[src/rtl/alu_exec_stage.sv]
// Two-stage ALU execute stage with valid/ready handshakes on both sides.
// S1 registers the operation; S2 holds the computed result until the consumer takes it.
module alu_exec_stage #(
  parameter int WIDTH = 32
) (
  input  logic             clk,
  input  logic             rst_n,
  input  logic             in_valid,
  output logic             in_ready,
  input  logic [2:0]       alu_control,
  input  logic [WIDTH-1:0] src_a,
  input  logic [WIDTH-1:0] src_b,
  output logic             out_valid,
  input  logic             out_ready,
  output logic [WIDTH-1:0] result,
  output logic             zero,
  output logic             illegal,
  output logic             illegal_seen,
  output logic [15:0]      op_count
);

  localparam logic [2:0] OP_ADD = 3'b000;
  localparam logic [2:0] OP_SUB = 3'b001;
  localparam logic [2:0] OP_AND = 3'b010;
  localparam logic [2:0] OP_OR  = 3'b011;
  localparam logic [2:0] OP_SLT = 3'b101;

  function automatic logic is_illegal(input logic [2:0] op);
    case (op)
      OP_ADD, OP_SUB, OP_AND, OP_OR, OP_SLT: is_illegal = 1'b0;
      default:                               is_illegal = 1'b1;
    endcase
  endfunction

  // Unsupported codes fall through to zero, which the zero flag then reports.
  function automatic logic signed [WIDTH-1:0] alu_result(
    input logic [2:0]              op,
    input logic signed [WIDTH-1:0] a,
    input logic signed [WIDTH-1:0] b
  );
    logic signed [WIDTH-1:0] r;
    r = '0;
    case (op)
      OP_ADD:  r = a + b;
      OP_SUB:  r = a - b;
      OP_AND:  r = a & b;
      OP_OR:   r = a | b;
      OP_SLT:  r = {{(WIDTH-1){1'b0}}, (a < b)};
      default: r = '0;
    endcase
    return r;
  endfunction

  logic                    vld_p1;
  logic [2:0]              ctrl_p1;
  logic signed [WIDTH-1:0] a_p1;
  logic signed [WIDTH-1:0] b_p1;

  logic                    vld_p2;
  logic signed [WIDTH-1:0] result_p2;
  logic                    zero_p2;
  logic                    illegal_p2;

  logic                    seen;
  logic [15:0]             count;

  logic                    in_hs;
  logic                    xfer_p1;
  logic                    out_hs;
  logic signed [WIDTH-1:0] alu_res_p1;

  assign out_hs   = vld_p2 && out_ready;
  assign xfer_p1  = vld_p1 && (!vld_p2 || out_hs);
  assign in_ready = rst_n && (!vld_p1 || xfer_p1);
  assign in_hs    = in_valid && in_ready;

  // ---- stage 1: operation capture ----
  always_ff @(posedge clk or negedge rst_n) begin
    if (!rst_n) begin
      vld_p1 <= 1'b0;
    end else if (in_hs) begin
      vld_p1 <= 1'b1;
    end else if (xfer_p1) begin
      vld_p1 <= 1'b0;
    end
  end

  always_ff @(posedge clk) begin
    if (in_hs) begin
      ctrl_p1 <= alu_control;
      a_p1    <= src_a;
      b_p1    <= src_b;
    end
  end

  assign alu_res_p1 = alu_result(ctrl_p1, a_p1, b_p1);

  // ---- stage 2: result register, held while the consumer stalls ----
  always_ff @(posedge clk or negedge rst_n) begin
    if (!rst_n) begin
      vld_p2     <= 1'b0;
      result_p2  <= '0;
      zero_p2    <= 1'b0;
      illegal_p2 <= 1'b0;
    end else if (xfer_p1) begin
      vld_p2     <= 1'b1;
      result_p2  <= alu_res_p1;
      zero_p2    <= (alu_res_p1 == '0);
      illegal_p2 <= is_illegal(ctrl_p1);
    end else if (out_hs) begin
      vld_p2     <= 1'b0;
    end
  end

  // ---- handoff bookkeeping ----
  always_ff @(posedge clk or negedge rst_n) begin
    if (!rst_n) begin
      seen  <= 1'b0;
      count <= 16'h0000;
    end else if (out_hs) begin
      count <= count + 16'd1;
      if (illegal_p2) begin
        seen <= 1'b1;
      end
    end
  end

  assign out_valid    = vld_p2;
  assign result       = result_p2;
  assign zero         = zero_p2;
  assign illegal      = illegal_p2;
  assign illegal_seen = seen;
  assign op_count     = count;

endmodule
[config.mk]
export PLATFORM = sky130hd
export DESIGN_NAME = alu_exec_stage
export DESIGN_NICKNAME = d
export VERILOG_FILES = /design/src/rtl/alu_exec_stage.sv
export SDC_FILE = /design/constraint.sdc
export NUM_CORES = 1
export LEC_CHECK = 0
export BUFFER_PORTS_ARGS = -buffer_cell sky130_fd_sc_hd__buf_2
export CAP_MARGIN = 20
export CORE_UTILIZATION = 40
export DETAILED_ROUTE_END_ITERATION = 10
export RECOVER_POWER = 25
export SLEW_MARGIN = 25
export SYNTH_ARGS = -nofsm -noshare
export SYNTH_HDL_FRONTEND = slang
export SYNTH_SLANG_ARGS = --single-unit
[constraint.sdc]
create_clock -name clk -period 3.22 [get_ports clk]
set_input_delay 0.161 -clock clk [delete_from_list [all_inputs] [get_ports clk]]
set_output_delay 0.161 -clock clk [all_outputs]
set_load 0.005 [all_outputs]
==> results of run 1 <==
[through the flow]
stage | instance area (µm²) | hold slack, ns | power [mW]
2_1_floorplan | 9530 | -0.135 | 2.73
3_3_place_gp | 12400 | 0.337 | 3.51
3_5_place_dp | 12400 | 0.339 | 3.53
4_1_cts | 13900 | 0.0301 | 5.51
5_1_grt | 14100 | 0.0454 | 5.82
6_report | 14100 | 0.0511 | 5.54
[synth_stat cells, types with 3 or more instances]
cell type	instances	area [µm²]
a311oi_1	4	35.0
a31oi_1	18	113
xor2_1	9	78.8
o22ai_1	8	50.1
nand4_1	14	87.6
and3_1	4	25.0
and2_1	8	50.1
or4_1	5	37.5
a221oi_1	8	70.1
nand2b_1	13	81.3
edfxtp_1	67	2010
xnor2_1	21	184
a211oi_1	23	173
a21o_1	11	82.6
o21bai_1	7	52.6
nor3_1	20	100
o2111ai_1	5	43.8
a32oi_1	3	26.3
o21ai_0	58	290
ha_1	108	1350
a2bb2oi_1	3	26.3
buf_2	18	90.1
mux2_2	19	214
o31ai_1	17	128
o211ai_1	11	82.6
nor2b_1	11	68.8
or2_2	4	25.0
buf_4	7	52.6
o21a_1	7	52.6
inv_1	99	372
dfrtp_1	53	1330
or3_1	3	18.8
nor4_1	13	81.3
a211o_1	3	26.3
nand3_1	22	110
o221a_2	5	56.3
nor2_1	85	319
a21boi_0	5	37.5
nand2_1	82	308
mux2i_1	6	60.1
clkbuf_1	21	78.8
a21oi_1	84	420
[power groups by stage]
stage                     combinational (mW)  clock [mW]  sequential, mW
after floorplan                        0.757           0            1.98
after global placement                  1.55           0            1.96
after detailed placement                1.56           0            1.97
after CTS                               1.66        1.90            1.94
after global routing                    1.88        1.97            1.96
final                                   1.73        1.87            1.94
[timing repair]
action                                 in CTS  in global routing
endpoints found under the hold margin     120                  0
setup endpoints to repair                  11                 15
buffers inserted                            2                  4
hold buffers                               68                  0
resized for setup                          30                 55
pin swaps                                  14                 24
[routing by layer]
metal / track usage [%] / share of wire, % / vias up
met1: 35.8 / 46 / 4713
li1: - / - / 4706
met5: 0 / 0 / -
met3: 3.60 / 5.0 / 46
met4: 8.03 / 2.3 / 0
met2: 44.5 / 47 / 323
[area by class of cell]
cell class | count | area share (%)
Multi-Input combinational cell | 782 | 42.5
Clock inverter | 13 | 0.770
Inverter | 100 | 2.65
Clock buffer | 19 | 3.20
Tap cell | 319 | 2.82
Sequential cell | 120 | 23.6
Timing Repair Buffer | 472 | 24.4
[worst max path at each step]
stage / start / endpoint / cells after the start
CTS: a_p1[1]$_DFFE_PP_ / zero$_DFFE_PN0P_ / 12
detailed placement: b_p1[0]$_DFFE_PP_ / zero$_DFFE_PN0P_ / 13
global placement: b_p1[0]$_DFFE_PP_ / zero$_DFFE_PN0P_ / 13
global route: b_p1[0]$_DFFE_PP_ / zero$_DFFE_PN0P_ / 16
finish: b_p1[0]$_DFFE_PP_ / zero$_DFFE_PN0P_ / 15
floorplan: b_p1[0]$_DFFE_PP_ / zero$_DFFE_PN0P_ / 13
[state kept, by name (all words and copies together), names as in the netlist, 3 cells and up]
| signal | cells |
|---|---|
| b_p1 | 32 |
| a_p1 | 32 |
| op_count | 16 |
| result | 32 |
| ctrl_p1 | 3 |
[cells by family after synthesis]
logic type,Yosys count,synth area share (%)
AOI/OAI and AO/OA,320,22.9
DFF,120,35.1
xor gates and xnor gates,30,2.76
and+or+nand+nor,296,15.1
muxes,26,3.12
adders and majority gates,110,14.6
buffers and inverters,148,6.37
==> metrics.md, run 1 <==
| Metric | Value |
|---|---|
| Mean Syn Cell Area | `approximately 9.1 µm²` |
| CTS max path bufs | `2` |
| Post-synth net total | `around 1200` |
| RSZ-0062 raised after global routing | `yes` |
| Detailed Routing Iterations Pass 1 | `5` |
| Reg power frac | `between 30% and 40%` |
| Clock buffer count from CTS | `17` |
| Initial drt markers | `734` |
| Most frequent cells in the layout | `buf_4, buf_2, ha_1` |
| Slew @ Worst Pin | `just over 0.7 ns` |
| Mapped Area | `~9500 µm²` |
| DIE WIDTH | `approximately 160 µm` |
| Startpoint types | `flop` |
| Final Non-Filler Cells | `1825` |
| Buffers and inverters on the worst path | `2` |
| Status | `finished with violations` |
| Final setup viols | `4` |
| Total Routed Length | `~32 mm` |
| Worst Skew | `roughly 0.0075 ns` |
| Seq cells post-synth | `120` |
| Core Box Area | `~23000 µm²` |
| Die ar. | `~24000 µm²` |
| Clock network power share | `33.8%` |
| Int Power | `~3.7 mW` |
| Final hold viol count | `0` |
| Crit path kind | `reg -> reg` |
| Clock-pin slew on the worst setup and hold paths | `0.07 ns` |
| Register area share after synthesis | `about a third` |
| Top FF cell, synth | `edfxtp_1` |
| Max VDD drop | `~0.00032 V` |
| Worst path arrival time | `slightly above 4 ns` |
| Row count | `56` |
| Slew Limit Fails | `0` |
| Synth cell types | `a little under 90` |
| Max-slew headroom | `52.6%` |
| Yosys warns | `0` |
| Clock root cell | `clkbuf_16` |
| Setup_tns | `-0.819 ns` |
| Largest net degree at the start of global routing | `a little under 70` |
| Hold_sp | `out_ready` |
| Hpwl dp | `between 20 and 25 mm` |
| Crit-path leading delay family | `compound AO/OA/AOI/OAI gates` |
| Tot GR Track Use | `a little over a quarter` |
| Worst flop-to-flop path startpoint | `b_p1[0]$_DFFE_PP_` |
| First-pass GRT wire length | `roughly 50 mm` |
| Hold Path Class | `in -> reg` |
| Vias per inst | `5.36` |
| Initial Utilization | `between 40 and 50%` |
| Area Overhead vs Synth | `48.6%` |
| Worst R2R End | `zero$_DFFE_PN0P_` |
| Layout cells sized above 1 | `a little over a third` |
| WL/cell | `~17 µm` |
| Net count, final | `roughly 1700` |
| Post-Place Cells | `roughly 1700` |
| Worst slack at placement | `-0.808 ns` |
| Filler Cells Inserted | `2074` |
| CP Max Fanout | `4` |
| Period utilisation layout | `117%` |
| CTS tree | `yes` |
| Gate Count Post-Synth | `approximately 1100` |
| Critical Path End Type | `flop` |
| Switching part of the total power | `roughly a third` |
| CP Data Required Time | `roughly 3.6 ns` |
| Slowest stage cell on the critical path | `or4_1` |
| DRC viols | `0` |
| Register area | `~3300 µm²` |
| Total gr overflow | `0` |
| Achievable frequency | `around 270 MHz` |
| Failing checks | `setup timing` |
| Most common cell after layout, fill and taps aside | `buf_4` |
| CP peak stage delay | `between 0.4 and 0.5 ns` |
| Worst hold path stage count | `2` |
| R2r setup slk | `-0.53 ns` |
| Number of diodes | `0` |
| Htree depth | `4` |
| WHS Endpoint | `illegal_seen$_DFFE_PN0P_` |
| Combinational power share | `31.2%` |
| Max-cap viol count | `0` |
| Power density over the cells | `approximately 400 nW/µm²` |
| Critical path, cell by cell | `ha_2, inv_1, fa_2, nand2b_4, a2111oi_4, buf_4, o21ai_2, a311oi_2, or2_4, a31oi_1, xnor2_1, a221oi_2, nand4bb_1, or4_1, o31ai_1` |
| Vias in the first global route | `between 9000 and 10000` |
| GPL Wtd Cong | `0.962` |
| # IOs | `between 100 and 150` |
| Min Tclk post-route | `around 3.8 ns` |
| # clock sinks | `120` |
| Die Ht | `about 160 µm` |
| Final ANT Viol Nets | `0` |
| Vias | `roughly 9800` |
| Worst setup margin | `-0.535 ns` |
| Fin util | `60.4%` |
| Buffers on Ports | `between 100 and 150` |
| Worst-case reg-to-reg path depth | `15` |
| Sw Pwr | `1.82 mW` |
| Number of synthesized flops with an enable pin | `67` |
| Initial antenna violation count | `0` |
| Multi-input logic area | `~6000 µm²` |
| Static Leakage | `~6.6 nW` |
| Clk_lat worst skew | `0.43 ns` |
| Ys async rst share | `roughly 44%` |
Note: power is estimated with default switching activity, not from simulation.
==> run 2: changes to the inputs <==
- CORE_ASPECT_RATIO: not set -> 0.6
- CTS_BUF_LIST: not set -> sky130_fd_sc_hd__clkbuf_16
- PLACE_DENSITY_LB_ADDON: not set -> 0.15
==> metrics.md, run 2 (synthesis gave the netlist of run 1 again) <==
| Metric | Value |
|---|---|
| Status | `finished with violations (unchanged)` |
| Failing checks | `setup timing (unchanged)` |
| Final hold viol count | `0 (unchanged)` |
| Net count, final | `1717 (was 1674)` |
| Period utilisation layout | `120% (was 117%)` |
| Initial antenna violation count | `0 (unchanged)` |
| Worst setup margin | `-0.650 ns (was -0.535 ns)` |
| Initial drt markers | `941 (was 734)` |
| Final ANT Viol Nets | `0 (unchanged)` |
| Detailed Routing Iterations Pass 1 | `5 (unchanged)` |
| Worst Skew | `0.0127 ns (was 0.00748 ns)` |
| Met3 wire length | `3.51 mm (was 1.60 mm)` |
| Final Instance Area | `14600 µm² (was 14100 µm²)` |
| Power density over the cells | `392 nW/µm² (about the same)` |
| Most frequent cells in the layout | `buf_4, buf_2, ha_1 (unchanged)` |
| Max-cap viol count | `0 (unchanged)` |
| Total gr overflow | `0 (unchanged)` |
| Static Leakage | `6.76 nW (was 6.55 nW)` |
| Min Tclk post-route | `3.87 ns (was 3.75 ns)` |
| Die ar. | `24400 µm² (about the same)` |
| Startpoint types | `flop (unchanged)` |
| Min Hold Slack | `0.416 ns (was 0.0511 ns)` |
| Hold Path Class | `in -> async (was in -> reg)` |
| Final setup viols | `7 (was 4)` |
| Slew @ Worst Pin | `0.868 ns (was 0.707 ns)` |
| Initial Utilization | `41.0% (was 40.6%)` |
| Tot Pwr | `5.71 mW (was 5.54 mW)` |
| Met1 wire length | `17.2 mm (was 14.5 mm)` |
| Max VDD drop | `0.000383 V (was 0.000324 V)` |
| CP Max Fanout | `5 (was 4)` |
| Clock root cell | `clkbuf_16 (unchanged)` |
| Critical path, cell by cell | `ha_4, fa_2, nor2_4, o311ai_4, buf_4, a31oi_4, a311oi_4, o31ai_1, nand2_1, buf_4, xor2_2, a221oi_2, nand4bb_1, or4_1, o31ai_4 (was ha_2, inv_1, fa_2, nand2b_4, a2111oi_4, buf_4, o21ai_2, a311oi_2, or2_4, a31oi_1, xnor2_1, a221oi_2, nand4bb_1, or4_1, o31ai_1)` |
| Largest net degree at the start of global routing | `69 (unchanged)` |
| Clock-pin slew on the worst setup and hold paths | `0.06 ns (was 0.07 ns)` |
| Worst slack at placement | `-0.925 ns (was -0.808 ns)` |
| Vias | `10012 (was 9788)` |
| Setup_tns | `-1.23 ns (was -0.819 ns)` |
| Worst path arrival time | `4.24 ns (was 4.10 ns)` |
| Vias in the first global route | `9387 (was 9464)` |
| Layout cells sized above 1 | `38.1% (was 36.1%)` |
| Hpwl dp | `26.4 mm (was 24.1 mm)` |
| CP dominant cell by count | `buf_4` |
| Area Overhead vs Synth | `53.2% (was 48.6%)` |
| Top Metal Used | `met4 (unchanged)` |
| Tot GR Track Use | `28.6% (was 26.7%)` |
| Core Box Area | `23200 µm² (was 23400 µm²)` |
| CTS max path bufs | `2 (unchanged)` |
| GPL Wtd Cong | `0.993 (was 0.962)` |
| Total Routed Length | `34.7 mm (was 31.8 mm)` |
| Dpl cell area | `12600 µm² (was 12400 µm²)` |
| Number of diodes | `0 (unchanged)` |
| First-pass GRT wire length | `52.5 mm (was 50.1 mm)` |
| CP peak stage delay | `0.54 ns (was 0.48 ns)` |
| RSZ-0062 raised after global routing | `yes (unchanged)` |
| Achievable frequency | `258 MHz (was 266 MHz)` |
| # IOs | `124 (unchanged)` |
| Htree depth | `4 (unchanged)` |
| Buffers on Ports | `123 (unchanged)` |
| CTS tree | `yes (unchanged)` |
| Die Ht | `121 µm (was 156 µm)` |
| Slowest stage cell on the critical path | `or4_1 (unchanged)` |
| Critical Path End Type | `flop (unchanged)` |
| # clock sinks | `120 (unchanged)` |
| DRC viols | `0 (unchanged)` |
| Max-slew headroom | `41.8% (was 52.6%)` |
| Vias per inst | `5.37 (was 5.36)` |
| Wire length on met2 | `13.6 mm (was 15.0 mm)` |
| Most common cell after layout, fill and taps aside | `buf_4 (unchanged)` |
| WL/cell | `18.6 µm (was 17.4 µm)` |
| CP Data Required Time | `3.59 ns (was 3.56 ns)` |
| Crit path kind | `reg -> reg (unchanged)` |
| Row count | `43 (was 56)` |
| Clk_lat worst skew | `0.46 ns (was 0.43 ns)` |
| DIE WIDTH | `201 µm (was 156 µm)` |
| Clock buffer count from CTS | `17 (unchanged)` |
| Slew Limit Fails | `0 (unchanged)` |
==> run 2: cell types whose count changed in the layout (fill, tap and decap cells not counted), sizes merged <==
cell,before,now
buf,401,437
clkbuf,22,28
clkinv,2,6
inv,110,107
clkinvlp,1,0
dlygate4sd3,68,69
==> run 2: critical path: cells and delay by family, from the launching register on <==
| kind | cells | cell delay, ns |
|---|---|---|
| fa+ha+maj | 2 | 0.60 |
| xor+xnor | 1 | 0.14 |
| simple gates | 4 | 1.01 |
| flops | 1 | 0.47 |
| compound gates | 6 | 1.23 |
| buf+inv | 2 | 0.37 |
==> run 2: per-stage QoR <==
stage / instances / utilization, %
finish: 1864 / 62.8
global placement: 1739 / 54.3
floorplan: 1050 / -
CTS: 1853 / 61.0
global route: 1864 / 62.8
detailed placement: 1739 / 54.3
==> run 2: what timing repair did <==
action,4_1_cts,5_1_grt
hold buffers,69,0
gates cloned,0,0
setup endpoints to repair,11,18
endpoints found under the hold margin,121,0
buffers inserted,13,13
pin swaps,21,18
gates resized for setup,35,71
==> run 2: power by group <==
part / total (mW) / internal (mW) / switching (mW)
Sequential: 1.95 / 1.82 / 0.134
Clock: 1.91 / 1.09 / 0.814
Combinational: 1.85 / 0.915 / 0.935
Total: 5.71 / 3.83 / 1.88
==> run 2: path summary, 6_finish.rpt <==
check,depth (start not counted),to,slack [ns],startpoint
max in group asynchronous,3,result[19]$_DFFE_PN0P_,2.33,rst_n
max,15,zero$_DFFE_PN0P_,-0.65,b_p1[0]$_DFFE_PP_
min in group clk,2,a_p1[6]$_DFFE_PP_,0.42,src_a[6]
max reg2reg,15,zero$_DFFE_PN0P_,-0.65,b_p1[0]$_DFFE_PP_
min reg2reg,1,illegal_seen$_DFFE_PN0P_,0.46,illegal_seen$_DFFE_PN0P_
min,3,out_valid$_DFFE_PN0P_,0.42,rst_n
==> run 2: final cells by class <==
| type | instances | area (µm²) |
|---|---|---|
| tap | 315 | 394 |
| clock buffer | 19 | 475 |
| multi-input combinational | 782 | 6120 |
| sequential | 120 | 3340 |
| inverter | 100 | 375 |
| fill | 2016 | 8620 |
| timing repair buffer | 515 | 3760 |
| clock inverter | 13 | 106 |
==> run 2: per-layer routing <==
layer / global-route usage [%] / vias to the layer above
met1: 42.7 / 4779
met5: 0 / -
met4: 6.73 / 0
met2: 38.9 / 412
li1: - / 4790
met3: 9.48 / 31
